### config.mk
export PLATFORM = sky130hd
export DESIGN_NAME = irrigation_scheduler
export DESIGN_NICKNAME = d
export VERILOG_FILES = /design/src/rtl/irrig_pkg.sv /design/src/rtl/irrig_tick_timer.sv /design/src/rtl/irrigation_scheduler.sv
export SDC_FILE = /design/constraint.sdc
export NUM_CORES = 1
export LEC_CHECK = 0
export BUFFER_PORTS_ARGS = -buffer_cell sky130_fd_sc_hd__buf_4
export CAP_MARGIN = 20
export CORE_MARGIN = 2
export CORE_UTILIZATION = 55
export DETAILED_ROUTE_END_ITERATION = 10
export PLACE_DENSITY = 0.85
export SYNTH_ARGS = -nofsm -noshare
export SYNTH_HDL_FRONTEND = slang
export SYNTH_HIERARCHICAL = 1
export SYNTH_SLANG_ARGS = --single-unit
### constraint.sdc
create_clock -name CLK -period 10.2 [get_ports CLK]
set_input_delay 2.04 -clock CLK [delete_from_list [all_inputs] [get_ports CLK]]
set_output_delay 2.04 -clock CLK [all_outputs]
set_load 0.03 [all_outputs]
### src/rtl/irrig_pkg.sv
// Shared types and constants for the irrigation scheduler: FSM state encoding,
// valve mode codes and the run/pause timer width.
package irrig_pkg;

    localparam int TIMER_W = 8;

    typedef enum logic [2:0] {
        IDLE,
        RUN_ASP,
        RUN_GOT,
        PAUSE,
        FAULT
    } state_e;

    localparam logic [1:0] NADA = 2'b00;
    localparam logic [1:0] ASP  = 2'b10;
    localparam logic [1:0] GOT  = 2'b01;

    function automatic logic [1:0] rega_of(input state_e s);
        case (s)
            RUN_ASP: rega_of = ASP;
            RUN_GOT: rega_of = GOT;
            default: rega_of = NADA;
        endcase
    endfunction

endpackage

### src/rtl/irrig_tick_timer.sv
// Loadable down-counter advanced by tick pulses; expired flags the tick that
// takes the count from 1 to 0. Shared by the run and pause phases.
module irrig_tick_timer
    import irrig_pkg::*;
(
    input  logic               clk,
    input  logic               reset,
    input  logic               load,
    input  logic [TIMER_W-1:0] load_val,
    input  logic               tick,
    output logic               expired
);

    logic [TIMER_W-1:0] count;

    // Load wins over a coincident tick; the count saturates at zero.
    always_ff @(posedge clk) begin
        if (reset) begin
            count <= '0;
        end else if (load) begin
            count <= load_val;
        end else if (tick && (count != '0)) begin
            count <= count - 1'b1;
        end
    end

    assign expired = tick && (count == TIMER_W'(1));

endmodule

### src/rtl/irrigation_scheduler.sv
// Two-zone irrigation scheduler (sprinkler / drip) with round-robin arbitration,
// pump settle pause and tank-low fault. Define IRRIG_FAULT_LATCH_EN to make FAULT sticky until clr_fault.
module irrigation_scheduler
    import irrig_pkg::*;
#(
    parameter int ASP_TIME   = 10,
    parameter int GOT_TIME   = 20,
    parameter int PAUSE_TIME = 2
) (
    input  logic       CLK,
    input  logic       reset,
    input  logic       tick,
    input  logic       req_asp,
    input  logic       req_got,
    input  logic       tank_low,
    input  logic       clr_fault,
    output logic [1:0] rega,
    output logic       busy,
    output logic       alarm
);

    state_e             state;
    state_e             state_next;
    logic               last_got;
    logic               load;
    logic [TIMER_W-1:0] load_val;
    logic               timer_tick;
    logic               expired;
    logic               fault_exit;

`ifdef IRRIG_FAULT_LATCH_EN
    assign fault_exit = !tank_low && clr_fault;
`else
    logic unused_clr_fault;
    assign unused_clr_fault = clr_fault;
    assign fault_exit       = !tank_low;
`endif

    // A tick coinciding with tank_low is swallowed so the timer freezes on fault entry.
    assign timer_tick = tick && !tank_low &&
                        ((state == RUN_ASP) || (state == RUN_GOT) || (state == PAUSE));

    irrig_tick_timer u_timer (
        .clk      (CLK),
        .reset    (reset),
        .load     (load),
        .load_val (load_val),
        .tick     (timer_tick),
        .expired  (expired)
    );

    always_comb begin
        state_next = state;
        case (state)
            IDLE: begin
                if (req_asp && (!req_got || last_got)) state_next = RUN_ASP;
                else if (req_got)                      state_next = RUN_GOT;
            end
            RUN_ASP: if (!req_asp || expired) state_next = PAUSE;
            RUN_GOT: if (!req_got || expired) state_next = PAUSE;
            PAUSE:   if (expired)             state_next = IDLE;
            FAULT:   if (fault_exit)          state_next = PAUSE;
            default:                          state_next = IDLE;
        endcase
        if (tank_low && (state != FAULT)) state_next = FAULT;
    end

    always_comb begin
        load     = 1'b0;
        load_val = '0;
        if (state_next != state) begin
            case (state_next)
                RUN_ASP: begin load = 1'b1; load_val = TIMER_W'(ASP_TIME);   end
                RUN_GOT: begin load = 1'b1; load_val = TIMER_W'(GOT_TIME);   end
                PAUSE:   begin load = 1'b1; load_val = TIMER_W'(PAUSE_TIME); end
                default: begin load = 1'b0; load_val = '0;                   end
            endcase
        end
    end

    // Outputs are registered from the next state so they always match the state register.
    always_ff @(posedge CLK) begin
        if (reset) begin
            state    <= IDLE;
            last_got <= 1'b1;
            rega     <= NADA;
            busy     <= 1'b0;
            alarm    <= 1'b0;
        end else begin
            state <= state_next;
            if (state == IDLE && state_next == RUN_ASP) last_got <= 1'b0;
            if (state == IDLE && state_next == RUN_GOT) last_got <= 1'b1;
            rega  <= rega_of(state_next);
            busy  <= (state_next != IDLE);
            alarm <= (state_next == FAULT);
        end
    end

endmodule

==> metrics, run 1 <==
HPWL Detailed around 1600 um; post-synthesis sequential area ratio around a third; Clock Sinks 16; post-layout min period around 5300 ps; initial core utilization between 50% and 60%; Slew HR roughly 50%; worst-path fanout max 12; total track usage between 20% and 30%; Clock Tree Buf Depth 2; num ports 11; Worst Tran Pin Value approximately 740 ps; routability congestion estimate around 0.83; Die Span Y 46.7 um; final setup vio count 0; Yosys warnings 6; RSZ-0062 raised after global routing false; Port Buffers 9; outcome completed; FFs w/ async S/R, synth 0%; row count 15; CTS tree built; worst ir drop on vdd about 0.0001 V; vias in the first global route ~820; Final Max Slew Viols 0; Root Buffer clkbuf_4; Synth Flop Type dfxtp_1; Synth Register Bits 16; drt pass-1 iters 4; Net count, final roughly 150; startpoint types input port; Clock Skews between 10 and 15 ps; DRT antenna net count 0; Worst Path Class, Setup in2reg; cells after synthesis 129; cts-stage hold buffer count 0; Finished Layout Cells approximately 160; Post-synth EDFFs 0; Worst Hold Class reg2reg; P per Cell Area approximately 160 nW/um^2; placed cells around 160; fraction of layout cells with a size suffix above 1 roughly 10%; DRC 0; Worst-path clk slew about 100 ps; Synth cell types 45; Die ar. between 2000 and 2500 um^2; grt total ovfl 0; largest net degree at the start of global routing 19; Die Wd approximately 47 um; global-route wire length before repair ~3400 um; Num CTS Buffers 3; # Post-CTS Setup Buffers 0; Vias ~950; initial antenna violation count 0; CTS H-Tree Depth 1; area grow syn2layout 11.0%; R2R Setup Slk 6110 ps; WHS approximately 570 ps; Worst setup EP type register; clock latency on the worst-skew pair around 290 ps; WP data arrival around 5500 ps; Req. time, crit path around 10,000 ps; Synth Cell Area about 1000 um^2; CTS resizes 0; routed wire length approximately 2200 um; Final Cycle Share about half; floorplan core area roughly 1700 um^2; Leak 0.429 nW; final hold vios 0; DR vias/cell between 5 and 6; maxcap violations 0; 1st-iter DRT viols 21; FMAX 189 MHz; Syn Area/Cell ~7.8 um^2; ANT cells 0; Final Util ~64%; TNS Setup 0 ps; drt wl/cell ~13 um
==> cell usage after synthesis, drive strengths merged (2+ instances only) <==
| cell | number | area (um^2) |
|---|---|---|
| ha | 3 | 37.5 |
| or2 | 2 | 12.5 |
| nor3b | 2 | 15.0 |
| nor3 | 9 | 45.0 |
| xnor2 | 4 | 35.0 |
| o21ai | 7 | 35.0 |
| o21a | 2 | 15.0 |
| nor4 | 5 | 31.3 |
| buf | 5 | 28.8 |
| nor2 | 16 | 60.1 |
| a211oi | 7 | 52.6 |
| a21oi | 6 | 33.8 |
| dfxtp | 16 | 320 |
| nand2b | 4 | 25.0 |
| nand3 | 2 | 10.0 |
| clkbuf | 2 | 7.51 |
| nand2 | 5 | 18.8 |
| inv | 7 | 26.3 |
| a21boi | 3 | 22.5 |
==> power breakdown <==
part | switching (mW) | total (mW) | internal (mW)
sequential | 0.00916 | 0.0789 | 0.0697
combinational | 0.0314 | 0.0533 | 0.0219
clock | 0.0208 | 0.0426 | 0.0217
total | 0.0614 | 0.175 | 0.113
==> metrics by stage <==
stage | area [um^2] | setup slack [ps] | power, mW
2_1_floorplan | 1010 | 5350 | 0.120
3_3_place_gp | 1070 | 4770 | 0.129
3_5_place_dp | 1070 | 4690 | 0.132
4_1_cts | 1110 | 4980 | 0.174
5_1_grt | 1110 | 4580 | 0.184
6_report | 1110 | 4910 | 0.175
==> critical path, stage by stage <==
cell      delay [ps]
buf_4            160
nor2_1            80
and3_1           240
nand2_1           80
nor4_1           520
nand2b_1         190
o21ai_0           80
a221o_1          440
o21a_1           240
nor2_1           510
clkinv_1         440
and4_1           290
nor4_1           190
==> flip-flops by register name, summed over array words and instances, names as in the netlist <==
name	cells
rega	2
alarm	1
last_got	1
u_timer/count	8
state	3
busy	1
==> path summary, 6_finish.rpt <==
check / cells after the start / end / startpoint
setup / recovery: 13 / u_timer/count[3] / tank_low
hold reg to reg: 2 / last_got / last_got
setup reg to reg: 12 / u_timer/count[3] / state[1]
hold / removal: 2 / last_got / last_got
==> placed cells by master, fill, tap and decap left out, types with 2 or more instances in the layout <==
| master | instances |
|---|---|
| inv_1 | 7 |
| o21ai_0 | 7 |
| buf_4 | 9 |
| or2_1 | 2 |
| o21a_1 | 2 |
| clkbuf_4 | 3 |
| a21oi_1 | 5 |
| dfxtp_1 | 16 |
| nand3_1 | 2 |
| nand2_1 | 5 |
| nor3b_1 | 2 |
| xnor2_1 | 4 |
| nor4_1 | 5 |
| a21boi_0 | 2 |
| ha_1 | 3 |
| conb_1 | 4 |
| nor2_1 | 16 |
| a211oi_1 | 7 |
| nor3_1 | 9 |
| nand2b_1 | 4 |
==> area by class of cell <==
class / instances / area [um^2]
inverters: 8 / 30.0
fillers: 161 / 616
well taps: 25 / 31.3
clock buffers: 4 / 36.3
multi-input cells: 101 / 626
flip-flops and latches: 16 / 320
repair buffers: 9 / 67.6
==> cells by family (layout without fill, tap and decap cells) <==
family / Yosys count / count (layout) / synth area share (%)
AND/OR/NAND/NOR: 53 / 53 / 27.6
flip-flops: 16 / 16 / 32.0
multiplexers: 1 / 1 / 1.00
adder cells (fa/ha/maj): 3 / 3 / 3.75
other: 1 / 4 / 0.375
XOR/XNOR: 4 / 4 / 3.50
AO/OA/AOI/OAI: 36 / 36 / 25.1
buffers and inverters: 15 / 21 / 6.62
==> metal layers <==
layer	share of wire, %	GRT usage (%)	wire [um]	up-vias
met5	0	0	0	-
met4	1.7	10.6	37	0
met3	4.9	3.92	106	4
met2	46	33.6	999	27
met1	47	30.0	1030	433
li1	-	-	-	484
(Power assumes the default switching activity.)
==> inputs of run 2 (changes only) <==
--- a/config.mk
+++ b/config.mk
@@ -5,12 +5,13 @@
 export SDC_FILE = /design/constraint.sdc
 export NUM_CORES = 1
 export LEC_CHECK = 0
+export ABC_AREA = 1
 export BUFFER_PORTS_ARGS = -buffer_cell sky130_fd_sc_hd__buf_4
 export CAP_MARGIN = 20
 export CORE_MARGIN = 2
 export CORE_UTILIZATION = 55
 export DETAILED_ROUTE_END_ITERATION = 10
-export PLACE_DENSITY = 0.85
+export PLACE_DENSITY = 0.84
 export SYNTH_ARGS = -nofsm -noshare
 export SYNTH_HDL_FRONTEND = slang
 export SYNTH_HIERARCHICAL = 1
==> constraint.sdc (replaced) <==
create_clock -name CLK -period 5 [get_ports CLK]
set_input_delay 1 -clock CLK [delete_from_list [all_inputs] [get_ports CLK]]
set_output_delay 1 -clock CLK [all_outputs]
set_load 0.03 [all_outputs]
==> run 2 against run 1 <==
  * Synthesized cell count grew 41%
  * Critical endpoint is now u_timer/count[7]
  * Cell area grew 10%
  * Critical path type unchanged
  * First-iteration DRC count shrank 29%
  * Final cell count grew 36%
  * Sequential share of layout area shrank 2.7 points
  * Critical path depth grew 8
  * Power grew to 2.8 times the previous value
  * Flip-flop and latch count is the same
  * Via count grew 19%
  * Non-clock buffer count grew 1
  * Largest cell class unchanged
  * Worst setup slack lost 3600 ps
==> metrics, run 2 <==
row count 16 (+1); part of the power in the clock network 17.6% (-6.8 points); final worst slack 1260 ps (-3640 ps); DR vias/cell 5.08 (-13%); Synth area leaders dfxtp_1 29%, nand2_1 15%, nor2_1 13%, nand3_1 9.9%, inv_1 7.8%; post-layout min period 3740 ps; Synth Flop Type dfxtp_1; top cells by count, synth 44 x nand2_1, 37 x nor2_1, 23 x inv_1; area share of the largest cell type after synthesis 28.9% (-3.1 points); Worst-path clk slew 100 ps (about the same); Num CTS Buffers 3 (unchanged); Root Buffer clkbuf_4; P_sw 0.212 mW (+240%); most frequent cell after synthesis nand2_1; Final Max Slew Viols 0 (unchanged); multi-input logic area 668 um^2 (+6.8%); startpoint types input port; Port Buffers 9 (unchanged); initial core utilization 57.6% (-0.35 points); Yosys warnings 6 (unchanged); design area 1230 um^2 (+10%); Largest Register u_timer/count; Req. time, crit path 5230 ps (-5180 ps); floorplan core area 1920 um^2 (+11%); CTS tree built; Worst setup EP type register; pre-CTS WS 1020 ps (-3670 ps); maxcap violations 0 (unchanged); final setup vio count 0 (unchanged); R2R Setup Slk 1730 ps (-4380 ps); WP data arrival 3970 ps (-1540 ps); CP max-delay cell nor3_1; FMAX approximately 270 MHz; crit-path cells buf_4 -> inv_1 -> nand2_1 -> nor3_1 -> nand3_1 -> nor2_1 -> nor2_1 -> nand2_1 -> nand2_1 -> nor2_1 -> nand2_1 -> nand2_2 -> inv_2 -> nor2_1 -> nor2_1 -> buf_4 -> inv_1 -> nand3_2 -> nor2_1 -> nor2_1 -> nor2_1; Crit. Startpoint tank_low; combinational share of power 47.5% (+17 points); top flop regs u_timer/count (8), state (3), rega (2); largest net degree at the start of global routing 17 (-2); Worst Hold Class reg2reg; CP most frequent cell nor2_1; routability congestion estimate 0.873 (+5.2%); leading cell type in the layout, fill and taps excluded nand2_1; total track usage 22.5% (+0.40 points); Die Span Y 48.9 um (+4.7%); P per Cell Area 395 nW/um^2 (+150%); DRT antenna net count 0 (unchanged); Worst Tran Pin Value 670 ps (-71.1 ps); Synth Register Bits 16 (unchanged); cts-stage hold buffer count 0 (unchanged); initial antenna violation count 0 (unchanged); # Post-CTS Setup Buffers 0 (unchanged); commonest cells after routing, fill and taps aside 44 x nand2_1, 37 x nor2_1, 23 x inv_1, 22 x nand3_1, 16 x dfxtp_1; Leak 0.636 nW (+48%); fraction of layout cells with a size suffix above 1 14.4% (+4.2 points); sw frac 43.6% (+8.5 points); Net count, final 206 (+38%); Vias 1,128 (+19%); Worst Path Class, Setup in2reg; Reg power frac 34.9% (-10 points); Synth Cell Area 1110 um^2 (+11%); drt wl/cell 10.8 um (-19%); worst-path fanout max 12 (unchanged); drt pass-1 iters 5 (+1); R2R depth 19 (+7); Die Wd 48.9 um (+4.7%); Clock Skews 4.05 ps (-6.56 ps); Critical Path End u_timer/count[7]; HPWL Detailed 1830 um (+16%); area grow syn2layout 10.8%; num ports 11 (unchanged); post-synth top area cell dfxtp_1; Synth cell types 24 (-47%); Clock Tree Buf Depth 2 (unchanged); FILL cells 190 (+18%); Tot Pwr 0.485 mW (+180%); Slew HR 55.0% (+4.9 points); global-route wire length before repair 4310 um (+26%); cells after synthesis 182 (+41%); Post-synth EDFFs 0 (unchanged); grt total ovfl 0 (unchanged); CTS H-Tree Depth 1 (unchanged); Final Cycle Share between 70% and 80%; ANT cells 0 (unchanged); DRC 0 (unchanged); vias in the first global route 1,086 (+32%); register area 320 um^2 (unchanged); final hold vios 0 (unchanged); RSZ-0062 raised after global routing false; CTS resizes 0 (unchanged); Die ar. 2390 um^2 (+9.7%); Syn Area/Cell 6.08 um^2 (-22%); post-synthesis sequential area ratio 28.9% (-3.1 points); critical path's largest stage delay 520 ps (about the same); worst ir drop on vdd 0.000270 V (+170%); worst r2r src state[1]; Internal Power 0.274 mW (+140%); R2R Path End u_timer/count[7]; FFs w/ async S/R, synth 0% (unchanged); TNS Setup 0 ps (unchanged); 1st-iter DRT viols 15 (-29%); placed cell area 1190 um^2 (+11%); routed wire length 2400 um (+11%); max FFs per register 8 (unchanged); outcome completed; Final Util 63.9% (-0.48 points); Clock Sinks 16 (unchanged); clock latency on the worst-skew pair 280 ps (about the same)
==> run 2: cell types whose count changed after synthesis, moves of 7 or more <==
cell	before	now
nand2_1	5	44
nor2_1	16	37
inv_1	7	23
nand3_1	2	22
a211oi_1	7	0
==> run 2: layout make-up <==
class / count / area share (%)
clock buffer: 4 / 2.96
timing repair buffer: 10 / 6.12
multi-input combinational: 140 / 54.4
inverter: 25 / 7.65
sequential: 16 / 26.1
tap: 27 / 2.75
==> run 2: worst max-delay path: cells and delay by family <==
kind	cells	cell delay, ps
AND/OR/NAND/NOR	16	2200
buffers and inverters	5	780
==> run 2: power groups by stage <==
stage	sequential, mW	clock, mW	combinational [mW]
3_5_place_dp	0.172	0	0.227
4_1_cts	0.169	0.0865	0.230
2_1_floorplan	0.172	0	0.189
6_report	0.170	0.0855	0.230
3_3_place_gp	0.170	0	0.218
5_1_grt	0.172	0.0922	0.266
==> run 2: metal layers <==
metal  vias to the layer above  wire length (um)  global-route usage (%)
met5                         -                 0                       0
li1                        586                 -                       -
met2                        17              1270                    45.4
met3                         4                50                    1.84
met4                         0                34                    9.52
met1                       521              1040                    23.2
==> run 2: worst min path at each step <==
stage                     start                to  slack, ps  cells after the start
2_1_floorplan          last_got          last_got        440                      2
3_3_place_gp           last_got          last_got        490                      2
3_5_place_dp   u_timer/count[1]  u_timer/count[1]        490                      2
4_1_cts        u_timer/count[1]  u_timer/count[1]        500                      2
5_1_grt                last_got          last_got        530                      2
6_report       u_timer/count[1]  u_timer/count[1]        510                      2
==> run 2: cell families (layout without fill, tap and decap cells) <==
| family | after synthesis | after routing | share of synthesized area (%) |
|---|---|---|---|
| AOI/OAI and AO/OA | 14 | 14 | 7.68 |
| xor gates and xnor gates | 1 | 1 | 0.791 |
| adders and majority gates | 3 | 3 | 3.39 |
| buffers and inverters | 29 | 39 | 11.8 |
| DFF | 16 | 16 | 28.9 |
| other | 1 | 4 | 0.339 |
| and+or+nand+nor | 118 | 118 | 47.1 |
==> run 2: stage by stage <==
step / std cells / hold WS (ps)
5_1_grt: 222 / 533
3_3_place_gp: 218 / 486
3_5_place_dp: 218 / 492
2_1_floorplan: 185 / 441
4_1_cts: 222 / 504
6_report: 222 / 506
